**config.mk**
```make
export PLATFORM = sky130hd
export DESIGN_NAME = lock_sequencer
export DESIGN_NICKNAME = d
export VERILOG_FILES = /design/src/rtl/lock_pkg.sv /design/src/rtl/lock_input_sync.sv /design/src/rtl/lock_sequencer.sv
export SDC_FILE = /design/constraint.sdc
export NUM_CORES = 1
export LEC_CHECK = 0
export ABC_AREA = 1
export CAP_MARGIN = 15
export CORE_AREA = 2 2 73 75
export DETAILED_ROUTE_END_ITERATION = 10
export DIE_AREA = 0 0 75 77
export GPL_ROUTABILITY_DRIVEN = 0
export PLACE_DENSITY = 0.62
export SLEW_MARGIN = 20
export SYNTH_ARGS = -nofsm -noshare
export SYNTH_HDL_FRONTEND = slang
export SYNTH_SLANG_ARGS = --single-unit
```
**constraint.sdc**
```tcl
create_clock -name io_in -period 2.37 [get_ports io_in]
set_input_delay 0.237 -clock io_in [delete_from_list [all_inputs] [get_ports io_in]]
set_output_delay 0.237 -clock io_in [all_outputs]
set_load 0.005 [all_outputs]
```
**src/rtl/lock_pkg.sv**
```systemverilog
// Shared types and display constants for the code-entry lock sequencer.
package lock_pkg;

  typedef enum logic [2:0] {
    IDLE    = 3'd0,
    ENTRY   = 3'd1,
    OPEN    = 3'd2,
    FAIL    = 3'd3,
    LOCKOUT = 3'd4
  } lock_state_e;

  // Segment patterns, bit0 = segment a, active-high.
  localparam logic [6:0] SEG_DASH  = 7'b1000000;
  localparam logic [6:0] SEG_ONE   = 7'b0000110;
  localparam logic [6:0] SEG_TWO   = 7'b1011011;
  localparam logic [6:0] SEG_THREE = 7'b1001111;
  localparam logic [6:0] SEG_U     = 7'b0111110;
  localparam logic [6:0] SEG_E     = 7'b1111001;
  localparam logic [6:0] SEG_L     = 7'b0111000;

  // Moore status word {unlock, segments} for a given state and digit index.
  function automatic logic [7:0] status_word(input lock_state_e st, input logic [1:0] idx);
    logic [6:0] seg;
    seg = SEG_DASH;
    case (st)
      IDLE:    seg = SEG_DASH;
      ENTRY: begin
        case (idx)
          2'd1:    seg = SEG_ONE;
          2'd2:    seg = SEG_TWO;
          2'd3:    seg = SEG_THREE;
          default: seg = SEG_DASH;
        endcase
      end
      OPEN:    seg = SEG_U;
      FAIL:    seg = SEG_E;
      LOCKOUT: seg = SEG_L;
      default: seg = SEG_DASH;
    endcase
    return {(st == OPEN), seg};
  endfunction

endpackage

```
**src/rtl/lock_input_sync.sv**
```systemverilog
// Two-flop synchroniser for {clear, enter, digit} plus the enter edge detector.
module lock_input_sync (
  input  logic       clk,
  input  logic       rst_n,
  input  logic [5:0] async_in,   // {clear, enter, digit[3:0]}
  output logic [3:0] digit,
  output logic       clear,
  output logic       ent
);

  logic [5:0] s1_r;
  logic [5:0] s2_r;
  logic       s3_r;

  // Synchroniser chain; s3 remembers the previous synced enter level.
  always_ff @(posedge clk or negedge rst_n) begin
    if (!rst_n) begin
      s1_r <= 6'd0;
      s2_r <= 6'd0;
      s3_r <= 1'b0;
    end else begin
      s1_r <= async_in;
      s2_r <= s1_r;
      s3_r <= s2_r[4];
    end
  end

  assign digit = s2_r[3:0];
  assign clear = s2_r[5];
  assign ent   = s2_r[4] & ~s3_r;

endmodule

```
**src/rtl/lock_sequencer.sv**
```systemverilog
// Four-digit code-entry sequencer with fail indication and timed lockout.
module lock_sequencer
  import lock_pkg::*;
#(
  parameter logic [15:0] CODE           = 16'h1A7C,
  parameter int          MAX_TRIES      = 3,
  parameter int          FAIL_CYCLES    = 8,
  parameter int          LOCKOUT_CYCLES = 64
) (
  input  logic [7:0] io_in,
  output logic [7:0] io_out
);

  localparam int TRIES_W = $clog2(MAX_TRIES + 1);
  localparam int TMR_MAX = (FAIL_CYCLES > LOCKOUT_CYCLES) ? FAIL_CYCLES : LOCKOUT_CYCLES;
  localparam int TMR_W   = $clog2(TMR_MAX + 1);

  logic               clk_s;
  logic               arst_n_s;
  logic               rst_n_s;
  logic [1:0]         rst_sync_r;
  logic [3:0]         digit_s;
  logic               clear_s;
  logic               ent_s;
  logic               mism_next_s;

  lock_state_e        state_r, state_n;
  logic [1:0]         idx_r, idx_n;
  logic               mism_r, mism_n;
  logic [TRIES_W-1:0] tries_r, tries_n;
  logic [TMR_W-1:0]   tmr_r, tmr_n;
  logic [7:0]         out_r;

  assign clk_s    = io_in[0];
  assign arst_n_s = io_in[1];

  // Expected digit for a given entry position, first digit in the top nibble.
  function automatic logic [3:0] code_nibble(input logic [1:0] pos);
    case (pos)
      2'd0:    return CODE[15:12];
      2'd1:    return CODE[11:8];
      2'd2:    return CODE[7:4];
      default: return CODE[3:0];
    endcase
  endfunction

  // Reset asserts immediately and releases two clocks later.
  always_ff @(posedge clk_s or negedge arst_n_s) begin
    if (!arst_n_s) begin
      rst_sync_r <= 2'b00;
    end else begin
      rst_sync_r <= {rst_sync_r[0], 1'b1};
    end
  end

  assign rst_n_s = rst_sync_r[1];

  lock_input_sync u_sync (
    .clk      (clk_s),
    .rst_n    (rst_n_s),
    .async_in (io_in[7:2]),
    .digit    (digit_s),
    .clear    (clear_s),
    .ent      (ent_s)
  );

  assign mism_next_s = mism_r | (digit_s != code_nibble(idx_r));

  // State and counter registers; the output word is registered from the next state.
  always_ff @(posedge clk_s or negedge rst_n_s) begin
    if (!rst_n_s) begin
      state_r <= IDLE;
      idx_r   <= 2'd0;
      mism_r  <= 1'b0;
      tries_r <= '0;
      tmr_r   <= '0;
      out_r   <= 8'h40;
    end else begin
      state_r <= state_n;
      idx_r   <= idx_n;
      mism_r  <= mism_n;
      tries_r <= tries_n;
      tmr_r   <= tmr_n;
      out_r   <= status_word(state_n, idx_n);
    end
  end

  // Next-state logic: clear wins over enter everywhere except lockout.
  always_comb begin
    state_n = state_r;
    idx_n   = idx_r;
    mism_n  = mism_r;
    tries_n = tries_r;
    tmr_n   = tmr_r;
    if (clear_s && (state_r != LOCKOUT)) begin
      state_n = IDLE;
      idx_n   = 2'd0;
      mism_n  = 1'b0;
      tmr_n   = '0;
    end else begin
      case (state_r)
        IDLE: begin
          if (ent_s) begin
            state_n = ENTRY;
            idx_n   = 2'd1;
            mism_n  = (digit_s != code_nibble(2'd0));
          end else begin
            state_n = IDLE;
          end
        end
        ENTRY: begin
          if (ent_s) begin
            idx_n  = idx_r + 2'd1;
            mism_n = mism_next_s;
            if (idx_r == 2'd3) begin
              mism_n = 1'b0;
              if (!mism_next_s) begin
                state_n = OPEN;
                tries_n = '0;
              end else begin
                tries_n = (tries_r == TRIES_W'(MAX_TRIES)) ? tries_r : tries_r + TRIES_W'(1);
                if (tries_r == TRIES_W'(MAX_TRIES - 1)) begin
                  state_n = LOCKOUT;
                  tmr_n   = TMR_W'(LOCKOUT_CYCLES - 1);
                end else begin
                  state_n = FAIL;
                  tmr_n   = TMR_W'(FAIL_CYCLES - 1);
                end
              end
            end else begin
              state_n = ENTRY;
            end
          end else begin
            state_n = ENTRY;
          end
        end
        OPEN: begin
          if (ent_s) begin
            state_n = IDLE;
          end else begin
            state_n = OPEN;
          end
        end
        FAIL: begin
          if (tmr_r == '0) begin
            state_n = IDLE;
          end else begin
            tmr_n = tmr_r - TMR_W'(1);
          end
        end
        LOCKOUT: begin
          if (tmr_r == '0) begin
            state_n = IDLE;
            tries_n = '0;
          end else begin
            tmr_n = tmr_r - TMR_W'(1);
          end
        end
        default: begin
          state_n = IDLE;
          idx_n   = 2'd0;
          mism_n  = 1'b0;
          tmr_n   = '0;
        end
      endcase
    end
  end

  assign io_out = out_r;

endmodule

```
==> reports/qor.yml, run 1 <==
post_cts_buffers: 0
synth_xor_xnor_area_share: 0.0225
r2r.worst_path.cells: 11
dp_cells: 297
final_area_um2: 2260
grt_pass1_vias: 1429
rrSetupSlack_ns: 0.43
worstPathCellList: "inv_1 -> ha_1 -> inv_1 -> nand2_1 -> nand3_1 -> nor2_2 -> nand2_2 -> nand2_2 -> a21oi_1 -> nand3_1 -> o21ai_0"
dr.pass1.iters: 4
slew_headroom: 0.560
reg2reg_to: "io_out[2]"
path_class: "flip-flop to flip-flop"
ys_seq_area_frac: 0.489
layout.nets: 254
violations: "negative hold slack"
finalCritPeriodShare: 0.819
final-setup-viol-count: 0
fin_crit_ns: 1.94
synth.avg_cell_area_um2: 8.92
grtUsageTotal: 0.143
worstPathRequired_ns: 2.58
die_area_um2: 5780
via_per_inst: 4.60
worst-slew-pin-transition_ns: 0.660
mostFrequentLayoutCell: "nand2_1"
cts-resized-gates: 0
irDropWorstVdd_mv: 0.576
coreArea_um2: 4980
synth_mux_area_frac: 0
crit_arrival_ns: 2.15
vias: 1416
route.detailed.wl_per_inst_um: 11.4
drt-initial-drc-count: 112
initial_core_util: 0.391
yosys.area_share.simple: 0.258
syn_to_final_growth_pct: 16.0
diodes: 0
wirelength_um: 3500
p_per_area_nw_per_um2: 1110
grt_first_pass_wirelength_um: 6280
cp_max_fo: 7
cp-start-kind: "flip-flop"
leakagePower_nw: 1.12
timing_hold_violations_final: 8
startpoint: "idx_r[0]"
drcViolationCount: 0
drv_slew: 0
cp-endpoint: "io_out[2]"
clock_skew_ns: 0.0104
io_buffers: 8
hpwl_um: 2630
syn_inst: 218
die_width_um: 75
io_pins: 16
synthAdderAreaFrac: 0.0579
clk_pin_slew_ns: 0.07
grt-ovfl-total: 0
synth_seq_cells: 38
max_stage_delay_ns: 0.40
min_path_type: "clock port to asynchronous set/reset pin"
final_cells: 308
outcome: "complete, but fails checks"
fin_worst_hold_slack_ns: -0.393
core.rowCount: 26
dpl_cell_area_um2: 2130
ant_nets: 0
fmax_mhz: 515
cts_tree: "yes"
setup_tns_ns: 0
r2r-start: "idx_r[0]"
syn-cell-area_um2: 1950
clock_latency_ns: 0.29
hold_buffers: 0
max-cap-violations: 0
cp_slowest_cell: "dfrtp_1"
end_kind: "flip-flop"
antenna_found_initial: 0
synth-compound-area-share: 0.104
rsz0062_at_grt: "false"
grt_max_degree: 23
ys.warnings.count: 0
layout_common_cells: "nand2_1, dfrtp_1, inv_1"
syn-num-nets: 235
synth_top_family_by_area: "simple AND/OR/NAND/NOR gates"
drive_gt1_frac: 0.172
synth_cell_types: 33
die_h_um: 77
-- synth_stat cells --
| master | count | area [µm²] |
|---|---|---|
| nand2_4 | 2 | 22.5 |
| inv_1 | 28 | 105 |
| nor3_1 | 5 | 25.0 |
| o21bai_1 | 1 | 7.51 |
| nor2_4 | 1 | 11.3 |
| dfstp_2 | 1 | 26.3 |
| a21oi_1 | 8 | 40.0 |
| ha_1 | 9 | 113 |
| o21ai_1 | 4 | 20.0 |
| nand2_1 | 41 | 154 |
| nor2_1 | 17 | 63.8 |
| xor2_1 | 4 | 35.0 |
| dfrtp_1 | 37 | 926 |
| nor2_2 | 5 | 31.3 |
| a211oi_1 | 1 | 7.51 |
| nor3_4 | 1 | 16.3 |
| conb_1 | 1 | 3.75 |
| inv_4 | 1 | 6.26 |
| xnor2_1 | 1 | 8.76 |
| nor3_2 | 1 | 10.0 |
| nand3_1 | 12 | 60.1 |
| nand3_4 | 1 | 17.5 |
| a22oi_1 | 1 | 7.51 |
| o21ai_0 | 12 | 60.1 |
| nor2_8 | 1 | 20.0 |
| o21ai_2 | 3 | 26.3 |
| inv_2 | 5 | 18.8 |
| a21oi_4 | 1 | 16.3 |
| nand3b_1 | 1 | 7.51 |
| nand4_1 | 3 | 18.8 |
| o31ai_1 | 1 | 7.51 |
| o2111ai_1 | 1 | 8.76 |
| nand2_2 | 7 | 43.8 |
-- area by class of cell --
| cell class | count | area, µm² |
|---|---|---|
| Fill cell | 479 | 2720 |
| Sequential cell | 38 | 952 |
| Multi-Input combinational cell | 146 | 863 |
| Inverter | 34 | 130 |
| Clock buffer | 9 | 114 |
| Timing Repair Buffer | 9 | 100 |
| Tap cell | 70 | 87.6 |
| Clock inverter | 2 | 10.0 |
-- kinds of logic (layout without fill, tap and decap cells) --
logic type	count (synthesis)	in the layout
DFF	38	38
and+or+nand+nor	98	98
other	1	1
xor gates and xnor gates	5	5
adders and majority gates	9	9
AOI/OAI and AO/OA	33	33
buffers and inverters	34	54
-- report_power, final --
group	total, W	switching (W)	internal [W]
Sequential	0.000953	0.000105	0.000848
Combinational	0.000985	0.000620	0.000365
Clock	0.000557	0.000246	0.000311
Total	0.00250	0.000971	0.00152
-- layer usage --
metal | up-vias | GRT usage | part of all wire
li1 | 733 | - | -
met1 | 658 | 0.192 | 0.49
met2 | 20 | 0.209 | 0.46
met3 | 5 | 0.0526 | 0.038
met4 | 0 | 0.0554 | 0.012
met5 | - | 0 | 0
-- critical path, delay by kind of cell (launching register included) --
kind | cells | cell delay [ns]
and+or+nand+nor | 6 | 0.56
DFF | 1 | 0.40
AOI/OAI and AO/OA | 2 | 0.39
adders and majority gates | 1 | 0.32
buffers and inverters | 2 | 0.18
-- flip-flops by register name, indices dropped and copies added, names as in the netlist --
register	cells
io_out	8
mism_r	1
tries_r	2
idx_r	2
u_sync.s2_r	6
tmr_r	7
rst_sync_r	2
u_sync.s3_r	1
state_r	3
u_sync.s1_r	6
-- stage by stage --
stage | setup slack, ns | hold slack (ns) | utilization | total power (W)
2_1_floorplan | 0.665 | -0.296 | - | 0.00173
3_3_place_gp | 0.470 | -0.296 | 0.429 | 0.00195
3_5_place_dp | 0.438 | -0.296 | 0.429 | 0.00196
4_1_cts | 0.425 | -0.396 | 0.453 | 0.00253
5_1_grt | 0.202 | -0.405 | 0.453 | 0.00273
6_report | 0.428 | -0.393 | 0.453 | 0.00250
-- how the worst min path moves through the flow --
stage	from	end	slack, ns	cells after the start
3_5_place_dp	io_in[1]	rst_sync_r[0]	-0.30	0
2_1_floorplan	io_in[1]	rst_sync_r[0]	-0.30	0
3_3_place_gp	io_in[1]	rst_sync_r[0]	-0.30	0
5_1_grt	io_in[1]	rst_sync_r[1]	-0.40	2
6_report	io_in[1]	rst_sync_r[0]	-0.39	2
4_1_cts	io_in[1]	rst_sync_r[1]	-0.40	2
Power figures use the tool's default switching activity.
==> run 2: changes to the inputs <==
--- a/config.mk
+++ b/config.mk
@@ -11,7 +11,7 @@
 export DETAILED_ROUTE_END_ITERATION = 10
 export DIE_AREA = 0 0 75 77
 export GPL_ROUTABILITY_DRIVEN = 0
-export PLACE_DENSITY = 0.62
+export PLACE_DENSITY = 0.64
 export SLEW_MARGIN = 20
 export SYNTH_ARGS = -nofsm -noshare
 export SYNTH_HDL_FRONTEND = slang
==> constraint.sdc (replaced) <==
create_clock -name io_in -period 1.64 [get_ports io_in]
set_input_delay 0.164 -clock io_in [delete_from_list [all_inputs] [get_ports io_in]]
set_output_delay 0.164 -clock io_in [all_outputs]
set_load 0.005 [all_outputs]
==> run 2 against run 1 <==
Net effect: the run ends with negative hold slack, negative setup slack left; power up 75%; highest routed layer unchanged; die area unchanged; wire length up 8.7%; count of clock-buffer cells in the layout unchanged; core utilization up 6.1 points; worst setup slack worse by 0.59 ns; global-route usage up 0.99 points; largest power group unchanged; first-iteration DRC count down 48%; sequential share of layout area down 5.0 points.
==> reports/qor.yml, run 2 (same netlist as run 1, synthesis figures left out) <==
outcome: "complete, but fails checks"
violations: "negative hold slack, negative setup slack"
min_path_type: "clock port to asynchronous set/reset pin"
final-setup-viol-count: 19  # +19
register_area_um2: 953  # +0.13%
die_width_um: 75  # unchanged
wirelength_um: 3810  # +8.7%
cp_top_family: "simple AND/OR/NAND/NOR gates"
syn_to_final_growth_pct: 31.6
worstPathRequired_ns: 1.86  # -0.72 ns
fin_crit_ns: 1.80  # -0.139 ns
rsz0062_at_grt: "true"
multi_input_area_um2: 985  # +14%
p_per_area_nw_per_um2: 1710  # +55%
clock_latency_ns: 0.29  # about the same
largest_reg_flops: 8  # unchanged
crit_top_cell: "nand2_4"
power_w: 0.00438  # +75%
grtUsageTotal: 0.153  # +0.00993
hold_buffers: 0  # unchanged
fmax_mhz: 555  # +7.7%
hpwl_um: 2670  # +1.6%
end_kind: "flip-flop"
drive_gt1_frac: 0.310  # +0.138
die_h_um: 77  # unchanged
grt_pass1_vias: 1526  # +6.8%
n_fill_cell: 441  # -7.9%
io_pins: 16  # unchanged
vias: 1515  # +7.0%
drcViolationCount: 0  # unchanged
dr.pass1.iters: 5  # +1
antenna_found_initial: 0  # unchanged
fin_worst_hold_slack_ns: -0.397  # -0.00400 ns
layout_common_cells: "nand2_1, dfrtp_1, inv_1"
via_per_inst: 4.66  # +1.4%
mostFrequentLayoutCell: "nand2_1"
rrSetupSlack_ns: -0.16  # -0.59 ns
crit_arrival_ns: 2.02  # -0.13 ns
timing_hold_violations_final: 8  # unchanged
drv_slew: 0  # unchanged
route.detailed.wl_per_inst_um: 11.7  # +3.1%
place_ws_ns: -0.220  # -0.658 ns
cts_tree: "yes"
layout.nets: 271  # +6.7%
clock_skew_ns: 0.00459  # -0.00582 ns
r2r.worst_path.cells: 12  # +1
post-route-util: 0.515  # +0.0611
grt_first_pass_wirelength_um: 6750  # +7.5%
grt_max_degree: 37  # +61%
cp_max_fo: 6  # -1
ant_nets: 0  # unchanged
path_class: "flip-flop to flip-flop"
cp_slowest_cell: "dfrtp_1"
drt-initial-drc-count: 58  # -48%
die_area_um2: 5780  # unchanged
core.rowCount: 26  # unchanged
irDropWorstVdd_mv: 0.993  # +73%
cp_num_buf_inv: 2  # unchanged
worst-path-stages: 12  # +1
diodes: 0  # unchanged
max-cap-violations: 0  # unchanged
finalCritPeriodShare: 1.10  # +0.280
grt-ovfl-total: 0  # unchanged
max_stage_delay_ns: 0.42  # +0.02 ns
coreArea_um2: 4980  # unchanged
worstPathCellList: "inv_2 -> ha_4 -> inv_2 -> nand2_2 -> nand3_2 -> nor2_4 -> nand2_4 -> nand2_4 -> nand2_4 -> a21oi_4 -> nand2_2 -> o21ai_1"
io_buffers: 8  # unchanged
leakagePower_nw: 1.26  # +12%
cp-start-kind: "flip-flop"
clk_pin_slew_ns: 0.07  # about the same
initial_core_util: 0.391  # unchanged
finalWorstSetupSlack_ns: -0.163  # -0.591 ns
run 2: cell types whose count changed in the layout (fill, tap and decap cells not counted), sizes merged:
| cell | before | now |
|---|---|---|
| clkinv | 2 | 0 |
| buf | 1 | 18 |
| bufinv | 0 | 2 |
run 2: worst paths after layout:
| check | from | end |
|---|---|---|
| hold / removal | io_in[1] | rst_sync_r[0] |
| setup / recovery | idx_r[0] | io_out[2] |
| setup reg to reg | idx_r[0] | io_out[2] |
| max in group asynchronous | rst_sync_r[1] | io_out[6] |
| min in group io_in | io_in[5] | u_sync.s1_r[3] |
| hold reg to reg | rst_sync_r[1] | u_sync.s2_r[4] |
run 2: routing by layer:
layer | up-vias | track usage | part of all wire
li1 | 766 | - | -
met1 | 706 | 0.193 | 0.45
met2 | 34 | 0.239 | 0.49
met3 | 9 | 0.0486 | 0.041
met4 | 0 | 0.0643 | 0.024
met5 | - | 0 | 0
run 2: worst register-to-register path: stages, from the launching register on:
cell and delay (ns):
dfrtp_1 0.42, inv_2 0.09, ha_4 0.28, inv_2 0.04, nand2_2 0.05, nand3_2 0.08
nor2_4 0.13, nand2_4 0.09, nand2_4 0.08, nand2_4 0.05, a21oi_4 0.22, nand2_2 0.12
o21ai_1 0.08
run 2: timing repair:
item,4_1_cts,5_1_grt
pin swaps,10,11
buffers inserted,1,2
gates resized for setup,15,18
endpoints found under the setup margin,21,22
run 2: power by group:
group | switching (W) | internal (W)
clock network | 0.000362 | 0.000804
logic | 0.00111 | 0.000739
registers | 0.000137 | 0.00123
run 2: per-stage QoR:
stage / cells / setup TNS, ns / hold slack [ns] / area (µm²)
2_1_floorplan: 218 / 0 / -0.296 / 1960
4_1_cts: 324 / -2.46 / -0.405 / 2480
3_3_place_gp: 312 / -2.08 / -0.296 / 2250
6_report: 325 / -2.22 / -0.397 / 2560
3_5_place_dp: 312 / -2.52 / -0.296 / 2250
5_1_grt: 325 / -4.33 / -0.408 / 2560
run 2: area by class of cell:
class,instances,area share
Inverter,34,0.0518
Timing Repair Buffer,26,0.0855
Multi-Input combinational cell,146,0.384
Clock inverter,2,0.0234
Clock buffer,9,0.0484
Tap cell,70,0.0342
Sequential cell,38,0.372
